## src/rtl/hazard_pkg.sv

```systemverilog
// hazard_pkg: shared constants and types for the pipeline hazard scheduler.
//   - RV32I major-opcode constants (instr[6:2])
//   - NOP_INSTR: canonical NOP (addi x0,x0,0) loaded by flushed stages
//   - hz_state_e: scheduler FSM encoding (RUN / LU_BUBBLE / MEM_WAIT)
package hazard_pkg;

   localparam logic [4:0] OP_LOAD   = 5'b00000;
   localparam logic [4:0] OP_STORE  = 5'b01000;
   localparam logic [4:0] OP_BRANCH = 5'b11000;
   localparam logic [4:0] OP_OP     = 5'b01100;
   localparam logic [4:0] OP_LUI    = 5'b01101;
   localparam logic [4:0] OP_AUIPC  = 5'b00101;
   localparam logic [4:0] OP_JAL    = 5'b11011;
   localparam logic [4:0] OP_JALR   = 5'b11001;

   localparam logic [31:0] NOP_INSTR = 32'h00000013;

   typedef enum logic [1:0] {
      RUN       = 2'd0,
      LU_BUBBLE = 2'd1,
      MEM_WAIT  = 2'd2
   } hz_state_e;

endpackage

```

## src/rtl/hazard_ctrl_detect.sv

```systemverilog
// hazard_detect: purely combinational load-use detector.
// Ports:
//   instr_id   in  32  instruction in ID
//   instr_ex   in  32  instruction in EX
//   rd_wren_ex in  1   EX instruction writes rd
//   load_use   out 1   ID reads a register that the EX load has not produced yet
module hazard_detect
   import hazard_pkg::*;
(
   input  logic [31:0] instr_id,
   input  logic [31:0] instr_ex,
   input  logic        rd_wren_ex,
   output logic        load_use
);

   logic [4:0] op_id_s;
   logic [4:0] op_ex_s;
   logic [4:0] rs1_id_s;
   logic [4:0] rs2_id_s;
   logic [4:0] rd_ex_s;
   logic       rs1_used_s;
   logic       rs2_used_s;
   logic       unused_bits_s;

   assign op_id_s  = instr_id[6:2];
   assign op_ex_s  = instr_ex[6:2];
   assign rs1_id_s = instr_id[19:15];
   assign rs2_id_s = instr_id[24:20];
   assign rd_ex_s  = instr_ex[11:7];

   // Only the register/opcode fields take part in the decision.
   assign unused_bits_s = ^{instr_id[31:25], instr_id[14:12], instr_id[1:0],
                            instr_ex[31:12], instr_ex[1:0]};

   // U-type and JAL carry immediate bits in the rs1 field; only R/S/B read rs2.
   assign rs1_used_s = (op_id_s != OP_LUI) && (op_id_s != OP_AUIPC) && (op_id_s != OP_JAL);
   assign rs2_used_s = (op_id_s == OP_OP) || (op_id_s == OP_STORE) || (op_id_s == OP_BRANCH);

   // x0 is never a real dependency, so rd == 0 cannot stall.
   assign load_use = (op_ex_s == OP_LOAD) && rd_wren_ex && (rd_ex_s != 5'd0) &&
                     ((rs1_used_s && (rs1_id_s == rd_ex_s)) ||
                      (rs2_used_s && (rs2_id_s == rd_ex_s)));

endmodule

```

## src/rtl/hazard_ctrl.sv

```systemverilog
// hazard_ctrl: pipeline hazard / stall scheduler for the 5-stage RV32I core.
// Sequences load-use bubbles, data-memory wait stalls (with timeout) and
// redirect flushes onto the pipeline register enables/flushes.
// Ports:
//   i_clk, i_rst_n          clock (rising), asynchronous active-low reset
//   i_instr_ID/i_instr_EX   instructions in ID and EX
//   i_rd_wren_EX            EX instruction writes rd
//   i_redirect_EX           EX resolved a taken branch/jump
//   i_dmem_req_MEM          MEM stage has a valid data access
//   i_dmem_ready            data memory completes this cycle
//   o_pc_en, o_ifid_en, o_idex_en, o_exmem_en   register enables
//   o_ifid_flush, o_idex_flush, o_memwb_bubble  NOP insertion controls
//   o_mem_err               one-cycle pulse when a memory wait times out
//   o_state                 FSM state (debug)
// Optional build macro HAZARD_PERF_CNT_EN adds o_cnt_lu, o_cnt_memwait and
// o_cnt_flush (CNT_W-bit wrapping event counters).
// Outputs are combinational from state and inputs so that a memory wait
// freezes the pipeline in the same cycle it appears.
module hazard_ctrl
   import hazard_pkg::*;
#(
   parameter int MEM_TIMEOUT = 16,
   parameter int CNT_W       = 32
)
(
   input  logic             i_clk,
   input  logic             i_rst_n,
   input  logic [31:0]      i_instr_ID,
   input  logic [31:0]      i_instr_EX,
   input  logic             i_rd_wren_EX,
   input  logic             i_redirect_EX,
   input  logic             i_dmem_req_MEM,
   input  logic             i_dmem_ready,
   output logic             o_pc_en,
   output logic             o_ifid_en,
   output logic             o_ifid_flush,
   output logic             o_idex_en,
   output logic             o_idex_flush,
   output logic             o_exmem_en,
   output logic             o_memwb_bubble,
   output logic             o_mem_err,
`ifdef HAZARD_PERF_CNT_EN
   output logic [CNT_W-1:0] o_cnt_lu,
   output logic [CNT_W-1:0] o_cnt_memwait,
   output logic [CNT_W-1:0] o_cnt_flush,
`endif
   output logic [1:0]       o_state
);

   localparam int              CW       = $clog2(MEM_TIMEOUT + 1);
   localparam logic [CW-1:0]   CNT_ONE  = {{(CW-1){1'b0}}, 1'b1};
   localparam logic [CW-1:0]   CNT_MAX  = CW'(MEM_TIMEOUT);

   hz_state_e       state_r;
   hz_state_e       state_nxt_s;
   logic [CW-1:0]   cnt_r;
   logic [CW-1:0]   cnt_nxt_s;
   logic            load_use_s;
   logic            mem_wait_s;
   logic            lu_take_s;
   logic            flush_take_s;

   hazard_detect u_detect (
      .instr_id   (i_instr_ID),
      .instr_ex   (i_instr_EX),
      .rd_wren_ex (i_rd_wren_EX),
      .load_use   (load_use_s)
   );

   assign mem_wait_s = i_dmem_req_MEM && !i_dmem_ready;
   assign o_state    = state_r;

   // State and wait-counter registers.
   always_ff @(posedge i_clk or negedge i_rst_n) begin
      if (!i_rst_n) begin
         state_r <= RUN;
         cnt_r   <= {CW{1'b0}};
      end else begin
         state_r <= state_nxt_s;
         cnt_r   <= cnt_nxt_s;
      end
   end

   // Next-state, counter and pipeline control decode.
   always_comb begin
      state_nxt_s    = state_r;
      cnt_nxt_s      = cnt_r;
      o_pc_en        = 1'b1;
      o_ifid_en      = 1'b1;
      o_ifid_flush   = 1'b0;
      o_idex_en      = 1'b1;
      o_idex_flush   = 1'b0;
      o_exmem_en     = 1'b1;
      o_memwb_bubble = 1'b0;
      o_mem_err      = 1'b0;
      lu_take_s      = 1'b0;
      flush_take_s   = 1'b0;

      case (state_r)
         RUN: begin
            if (mem_wait_s) begin
               state_nxt_s = MEM_WAIT;
               cnt_nxt_s   = CNT_ONE;
            end else if (i_redirect_EX) begin
               flush_take_s = 1'b1;
            end else if (load_use_s) begin
               lu_take_s   = 1'b1;
               state_nxt_s = LU_BUBBLE;
            end else begin
               state_nxt_s = RUN;
            end
         end
         // The load has moved on to MEM; forwarding now covers the dependency.
         LU_BUBBLE: begin
            if (mem_wait_s) begin
               state_nxt_s = MEM_WAIT;
               cnt_nxt_s   = CNT_ONE;
            end else begin
               state_nxt_s = RUN;
            end
         end
         MEM_WAIT: begin
            if (mem_wait_s && (cnt_r != CNT_MAX)) begin
               cnt_nxt_s = cnt_r + CNT_ONE;
            end else begin
               // Release cycle: EX was frozen, so redirect/load-use are
               // evaluated now. On timeout the MEM result is dropped.
               state_nxt_s = RUN;
               cnt_nxt_s   = {CW{1'b0}};
               if (mem_wait_s) begin
                  o_mem_err = 1'b1;
               end else begin
                  o_mem_err = 1'b0;
               end
               if (i_redirect_EX) begin
                  flush_take_s = 1'b1;
               end else if (load_use_s) begin
                  lu_take_s = 1'b1;
               end else begin
                  flush_take_s = 1'b0;
               end
            end
         end
         default: begin
            state_nxt_s = RUN;
            cnt_nxt_s   = {CW{1'b0}};
         end
      endcase

      // Any cycle that keeps or enters MEM_WAIT freezes the whole pipeline.
      if (state_nxt_s == MEM_WAIT) begin
         o_pc_en        = 1'b0;
         o_ifid_en      = 1'b0;
         o_idex_en      = 1'b0;
         o_exmem_en     = 1'b0;
         o_memwb_bubble = 1'b1;
      end else if (o_mem_err) begin
         o_memwb_bubble = 1'b1;
      end else begin
         o_memwb_bubble = 1'b0;
      end

      if (flush_take_s) begin
         o_ifid_flush = 1'b1;
         o_idex_flush = 1'b1;
      end else if (lu_take_s) begin
         o_pc_en      = 1'b0;
         o_ifid_en    = 1'b0;
         o_idex_flush = 1'b1;
      end else begin
         o_ifid_flush = 1'b0;
      end

      // Reset overrides whatever the inputs are doing.
      if (!i_rst_n) begin
         o_pc_en        = 1'b1;
         o_ifid_en      = 1'b1;
         o_ifid_flush   = 1'b0;
         o_idex_en      = 1'b1;
         o_idex_flush   = 1'b0;
         o_exmem_en     = 1'b1;
         o_memwb_bubble = 1'b0;
         o_mem_err      = 1'b0;
         lu_take_s      = 1'b0;
         flush_take_s   = 1'b0;
      end else begin
         o_mem_err = o_mem_err;
      end
   end

`ifdef HAZARD_PERF_CNT_EN
   logic [CNT_W-1:0] cnt_lu_r;
   logic [CNT_W-1:0] cnt_memwait_r;
   logic [CNT_W-1:0] cnt_flush_r;

   // Wrapping event counters.
   always_ff @(posedge i_clk or negedge i_rst_n) begin
      if (!i_rst_n) begin
         cnt_lu_r      <= {CNT_W{1'b0}};
         cnt_memwait_r <= {CNT_W{1'b0}};
         cnt_flush_r   <= {CNT_W{1'b0}};
      end else begin
         if (lu_take_s) begin
            cnt_lu_r <= cnt_lu_r + {{(CNT_W-1){1'b0}}, 1'b1};
         end
         if (state_r == MEM_WAIT) begin
            cnt_memwait_r <= cnt_memwait_r + {{(CNT_W-1){1'b0}}, 1'b1};
         end
         if (flush_take_s) begin
            cnt_flush_r <= cnt_flush_r + {{(CNT_W-1){1'b0}}, 1'b1};
         end
      end
   end

   assign o_cnt_lu      = cnt_lu_r;
   assign o_cnt_memwait = cnt_memwait_r;
   assign o_cnt_flush   = cnt_flush_r;
`else
   logic [CNT_W-1:0] unused_cnt_w_s;
   assign unused_cnt_w_s = '0;
`endif

endmodule

```

## config.mk

```make
export PLATFORM = sky130hd
export DESIGN_NAME = hazard_ctrl
export DESIGN_NICKNAME = d
export VERILOG_FILES = /design/src/rtl/hazard_pkg.sv /design/src/rtl/hazard_ctrl_detect.sv /design/src/rtl/hazard_ctrl.sv
export SDC_FILE = /design/constraint.sdc
export NUM_CORES = 1
export LEC_CHECK = 0
export CAP_MARGIN = 10
export CORE_UTILIZATION = 26
export DETAILED_ROUTE_END_ITERATION = 8
export PLACE_DENSITY = 0.93
export SETUP_SLACK_MARGIN = 0.4
export SYNTH_ARGS = -nofsm -noshare
export SYNTH_HDL_FRONTEND = slang
export SYNTH_SLANG_ARGS = --single-unit
```

## constraint.sdc

```tcl
create_clock -name i_clk -period 2.9 [get_ports i_clk]
set_input_delay 0.58 -clock i_clk [delete_from_list [all_inputs] [get_ports i_clk]]
set_output_delay 0.58 -clock i_clk [all_outputs]
set_load 0.01 [all_outputs]
```

* Yosys cells after proc, flatten, opt, wreduce, memory -nomap -nowiden
Cells that the tools add are included.
** Storage, ports and cells
- Memories :: 0
- Bits in latches :: 0
- Bits in registers :: 7
- RAM bits :: 0
- Output and inout bits :: 10
- Bits in read-only memories :: 0
** Operators by class
- Reductions and logical operators :: 17
- $mul :: 0
- Divide/modulo/power cells :: 0
- Magnitude comparators :: 0
- Mux-type cells :: 35
- Bitwise operators :: 0
- Shift-type cells :: 0
- Add/subtract/negate cells :: 1
- Equality and inequality tests :: 13
** Operator list (number)
- $mux 1 :: 25
- $eq 5x4->1 const B :: 2
- $eq 5x5->1 :: 2
- $mux 5 :: 2
- $ne 5x5->1 const B :: 2
- $pmux 5 s2 :: 1
- $logic_and 1x1->1 :: 9
- $mux 2 :: 4
- $pmux 2 s3 :: 1
- $add 5x1->5 const B :: 1
- $eq 5x5->1 const B :: 1
- $logic_not 5->1 :: 1
- $ne 5x3->1 const B :: 1
- $ne 5x4->1 const B :: 1
- $reduce_bool 5->1 :: 1
- $eq 2x2->1 const B :: 2
- $pmux 1 s2 :: 2
- $logic_or 1x1->1 :: 3
- $eq 2x1->1 const B :: 1
- $logic_not 2->1 :: 1
- $ne 2x1->1 const B :: 1
- $reduce_or 2->1 :: 1
- $logic_not 1->1 :: 1

* Longest topological paths before layout
- Word-level depth :: 15
- Mapped depth :: 8
- Mapped depth without buffers :: 7

* Cells and area by module
Synthesis repeated with hierarchy kept, for this count alone.
** Unflattened totals
- Cells, all modules :: 73
- Area total of the unflattened synthesis :: 680.7 sq um
** Modules (own cells, without submodules)
- hazard_ctrl :: seq. area each 175.2 sq um, cells each 50, area each 499.2 sq um, times used 1
- hazard_detect :: seq. area each 0.0 sq um, cells each 23, area each 181.4 sq um, times used 1

* Worst setup path after synthesis
OpenSTA, ideal clock, no wires.
- Path type :: input to output
- Start :: input port i_instr_EX[7]
- End :: output port o_pc_en
- Setup slack :: 0.442 ns
- Buffers on the path :: 1
- Arrival :: 1.878 ns
- Cell stages on the path :: 5
- Data required time :: 2.320 ns
- Cell sequence :: or4_1 -> o211ai_1 -> a21oi_2 -> a21boi_0 -> buf_4
** On the way
- Word-level cells in the longest chain between the ends :: 13
- Elaborated cells between the ends (all ways) :: 22
** Ends and longest elaborated chain
- from (decl) :: line hazard_ctrl.sv:29 : input logic [31:0] i_instr_EX,
- $eq 5x5->1, on equally long branches :: line hazard_ctrl_detect.sv:41, hazard_ctrl_detect.sv:42
- $logic_and 1x1->1, on equally long branches :: line hazard_ctrl_detect.sv:41, hazard_ctrl_detect.sv:42
- $logic_or 1x1->1 :: line hazard_ctrl_detect.sv:41 : ((rs1_used_s && (rs1_id_s == rd_ex_s)) ||
- $logic_and 1x1->1 * :: line hazard_ctrl_detect.sv:40 : assign load_use = (op_ex_s == OP_LOAD) && rd_wren_ex && (rd_ex_s != 5'd0) &&
- $mux 1 :: line hazard_ctrl.sv:106, hazard_ctrl.sv:137
- $mux 2 :: line hazard_ctrl.sv:104 : end else if (i_redirect_EX) begin
- $mux 2 :: line hazard_ctrl.sv:101 : if (mem_wait_s) begin
- $pmux 2 s3 :: line hazard_ctrl.sv:99 : case (state_r)
- $eq 2x2->1 :: line hazard_ctrl.sv:151 : if (state_nxt_s == MEM_WAIT) begin
- $mux 1 (2 in a row)
- $mux 1 * (2 in a row)
- to (decl) :: line hazard_ctrl.sv:34 : output logic o_pc_en,
Every way passes the cells marked *; elsewhere a longest branch is shown, timed or not.

* Worst setup path after layout
- Start :: input port i_instr_ID[20]
- End :: output port o_idex_flush
** On the way
- Word-level cells in the longest chain between the ends :: 11
- Elaborated cells between the ends (all ways) :: 12
** Ends and longest elaborated chain
- from (decl) :: line hazard_ctrl.sv:28 : input logic [31:0] i_instr_ID,
- $eq 5x5->1 * :: line hazard_ctrl_detect.sv:42 : (rs2_used_s && (rs2_id_s == rd_ex_s)));
- $logic_and 1x1->1 * :: line hazard_ctrl_detect.sv:42
- $logic_or 1x1->1 * :: line hazard_ctrl_detect.sv:41
- $logic_and 1x1->1 * :: line hazard_ctrl_detect.sv:40
- $mux 1 * :: line hazard_ctrl.sv:106, hazard_ctrl.sv:137
- $mux 1 * :: line hazard_ctrl.sv:135 : if (i_redirect_EX) begin
- $mux 1, on equally long branches :: line hazard_ctrl.sv:123, hazard_ctrl.sv:101
- $pmux 1 s2 * :: line hazard_ctrl.sv:99
- $mux 1 * :: line hazard_ctrl.sv:166 : end else if (lu_take_s) begin
- $mux 1 * :: line hazard_ctrl.sv:163 : if (flush_take_s) begin
- $mux 1 * :: line hazard_ctrl.sv:175 : if (!i_rst_n) begin
- to (decl) :: line hazard_ctrl.sv:38 : output logic o_idex_flush,
Marked as above.

==> results.py <==
metrics = {
    "worst_setup_path": {
        "critPathMaxStageDelay_ns": 0.53,
        "cp-end-kind": "output port",
        "rr_worst_depth": 7,
        "arrival_ns": 1.88,
        "path_max_fanout": 3,
        "crit_chain": "clkdlybuf4s15_1, xor2_1, or4_4, a21oi_4, o21a_1, buf_2",
        "r2r-start": "cnt_r[1]",
        "r2r_slack_ns": 1.44,
        "cp-start-kind": "input pin",
        "required_ns": 2.32,
        "worst-setup-path-type": "in -> out",
        "crit_slowest_cell": "or4_4",
        "r2r-end": "cnt_r[2]",
    },
    "synthesis": {
        "seq_area_frac_synth_pct": 29.1,
        "yosysWarningCount": 0,
        "yosys.area.top_type_share_pct": 29.1,
        "syn_area_um2": 602,
        "synth_cell_types": 28,
        "synth-edff-count": 0,
        "synthTopCellsByArea": "dfrtp_1 (29%), xor2_1 (13%), xnor2_1 (5.8%)",
        "yosysTopAreaCell": "dfrtp_1",
        "synth_ff_type": "dfrtp_1",
        "synthArstFlopShare_pct": 100,
        "synth.avg_cell_area_um2": 8.72,
        "syn-num-nets": 141,
        "ys_ff_latch": 7,
        "synthCells": 69,
    },
    "global_routing": {
        "grt_pass1_wl_um": 3040,
        "antenna_found_initial": 0,
        "grt_pass1_vias": 783,
        "overflow": 0,
        "grt_util_all_layers_pct": 16.3,
        "grt_max_degree": 9,
    },
    "sta": {
        "fin_crit_ns": 2.46,
        "grt_setup_unrepaired": "false",
        "drv_slew": 0,
        "tns_ns": 0,
        "setup_viol": 0,
        "fin_hold_ws_ns": 0.553,
        "slew-limit-headroom_pct": 79.9,
        "timing.final.hold_violations": 0,
        "period_share_pct": 84.7,
        "fin_skew_ns": 0.00496,
        "tightest_slew_ns": 0.301,
        "fmax_mhz": 407,
    },
    "worst_hold_path": {
        "holdPathEnd": "o_state[0]",
        "hold_depth": 1,
        "min_from": "o_state[0]",
        "min_path_type": "reg -> reg",
    },
    "floorplan": {
        "design.core.area_mm2": 0.00219,
        "dieArea_mm2": 0.00251,
        "start_util_pct": 27.5,
        "ios": 80,
        "die_y_um": 50.1,
        "die_w_um": 50.1,
        "num_rows": 17,
    },
    "clock_network": {
        "cts.sinks": 7,
        "cts_max_level": 1,
        "numCtsBuffers": 3,
        "cts_tree": "built",
        "clk_pin_slew_ns": 0.05,
        "holdBufCountCts": 0,
        "clock_latency_ns": 0.24,
        "clockRootBuffer": "clkbuf_4",
        "cts_max_path_buffers": 2,
    },
    "route": {
        "routed_via_density": 4.87,
        "drcViolationCount": 0,
        "antenna_left": 0,
        "dr_total_vias": 745,
        "met3RoutedLength_um": 124,
        "drtIter0Drc": 6,
        "highest_layer": "met4",
        "wire_per_inst_um": 12.9,
        "wl_met1_um": 686,
        "dr.pass1.iters": 4,
        "wirelength_um": 1980,
        "wl_met2_um": 1130,
    },
    "placement": {
        "dp.final_hpwl_um": 1530,
        "gp_congestion": 0.795,
        "port_buffers": 40,
    },
    "pwr": {
        "p_int_w": 0.000224,
        "power_leakage_nw": 0.553,
        "irDropWorstVdd_uv": 214,
        "p_per_area_mw_per_mm2": 267,
        "p_clk_share_pct": 27.5,
        "p_sw_w": 0.0000876,
        "swShare_pct": 28.1,
        "p_seq_share_pct": 34.6,
        "comb_power_share_pct": 37.9,
    },
    "flow_run": {
        "maxCapViolCount": 0,
    },
    "cells_and_area": {
        "drive_gt1_share_pct": 38.4,
        "syn2layout_area_growth_pct": 94.0,
        "final_common_cell": "buf_4",
        "layout_common_cells": "buf_4 (14), clkdlybuf4s50_1 (12), buf_2 (11), xor2_1 (9), dfrtp_1 (7)",
        "antenna_cells": 0,
        "finalNetCount": 198,
    },
    "outcome": {
        "status": "complete, no violations",
    },
}
[cell usage after synthesis, drive strengths merged (2+ instances only)]
cell type	instances
nand2	6
inv	2
buf	2
nor2	6
nand4	4
or4	2
or2	2
o21a	2
ha	2
dfrtp	7
a21oi	3
xor2	9
nor3b	2
xnor2	4
a21boi	2
o21ai	3
nor3	3
[layer usage]
layer	track usage [%]	up-vias
li1	-	355
met4	9.05	0
met3	4.01	6
met5	0	-
met2	32.2	40
met1	14.6	344
[critical path, delay by kind of cell]
| family | cells | cell delay [ns] |
|---|---|---|
| AO/OA/AOI/OAI | 2 | 0.29 |
| AND/OR/NAND/NOR | 1 | 0.53 |
| buffers and inverters | 2 | 0.30 |
| XOR/XNOR | 1 | 0.17 |
[state kept, by name (all words and copies together), names as in the netlist]
register / cells
cnt_r: 5
o_state: 2
[per-stage QoR]
step / util, % / setup slack (ns) / std cells / power (W) / instance area [µm²]
6_report: 53.3 / 0.443 / 153 / 0.000312 / 1170
5_1_grt: 53.3 / 0.374 / 153 / 0.000328 / 1170
4_1_cts: 50.9 / 0.197 / 151 / 0.000307 / 1110
3_5_place_dp: 49.7 / -0.437 / 144 / 0.000221 / 1090
3_3_place_gp: 49.7 / -0.346 / 144 / 0.000215 / 1090
2_1_floorplan: - / 0.442 / 69 / 0.000147 / 602
[kinds of logic (layout without fill, tap and decap cells)]
family | count (synthesis) | after routing | share of synthesized area, %
fa+ha+maj | 2 | 2 | 4.16
buf+inv | 4 | 60 | 3.74
compound gates | 12 | 12 | 13.9
xor+xnor | 13 | 13 | 18.9
flops | 7 | 7 | 29.1
simple gates | 31 | 31 | 30.1
[layout make-up]
class                           instances  area [µm²]
Multi-Input combinational cell         58         478
Fill cell                             177        1020
Timing Repair Buffer                   54         445
Inverter                                2        7.51
Sequential cell                         7         175
Clock buffer                            4        26.3
Tap cell                               28        35.0
[power by group through the flow]
stage           clock, W  sequential (W)  combinational, W
6_report       0.0000857        0.000108          0.000118
5_1_grt        0.0000924        0.000109          0.000127
4_1_cts        0.0000880        0.000108          0.000111
3_5_place_dp           0        0.000112          0.000109
3_3_place_gp           0        0.000111          0.000104
2_1_floorplan          0        0.000110         0.0000364
[what timing repair did]
action                     CTS  global route
cloned                       0             0
setup endpoints to repair    8             8
pin swaps                   16            16
buffers inserted             3             2
gates resized for setup     77            18
[worst max path at each step]
stage	from	endpoint	depth (start not counted)
detailed placement	i_instr_EX[7]	o_ifid_en	6
floorplan	i_instr_EX[7]	o_pc_en	5
CTS	cnt_r[1]	o_ifid_flush	7
global route	cnt_r[1]	o_mem_err	7
finish	i_instr_ID[20]	o_idex_flush	6
global placement	i_instr_EX[9]	o_idex_flush	7
Power figures use the tool's default switching activity.
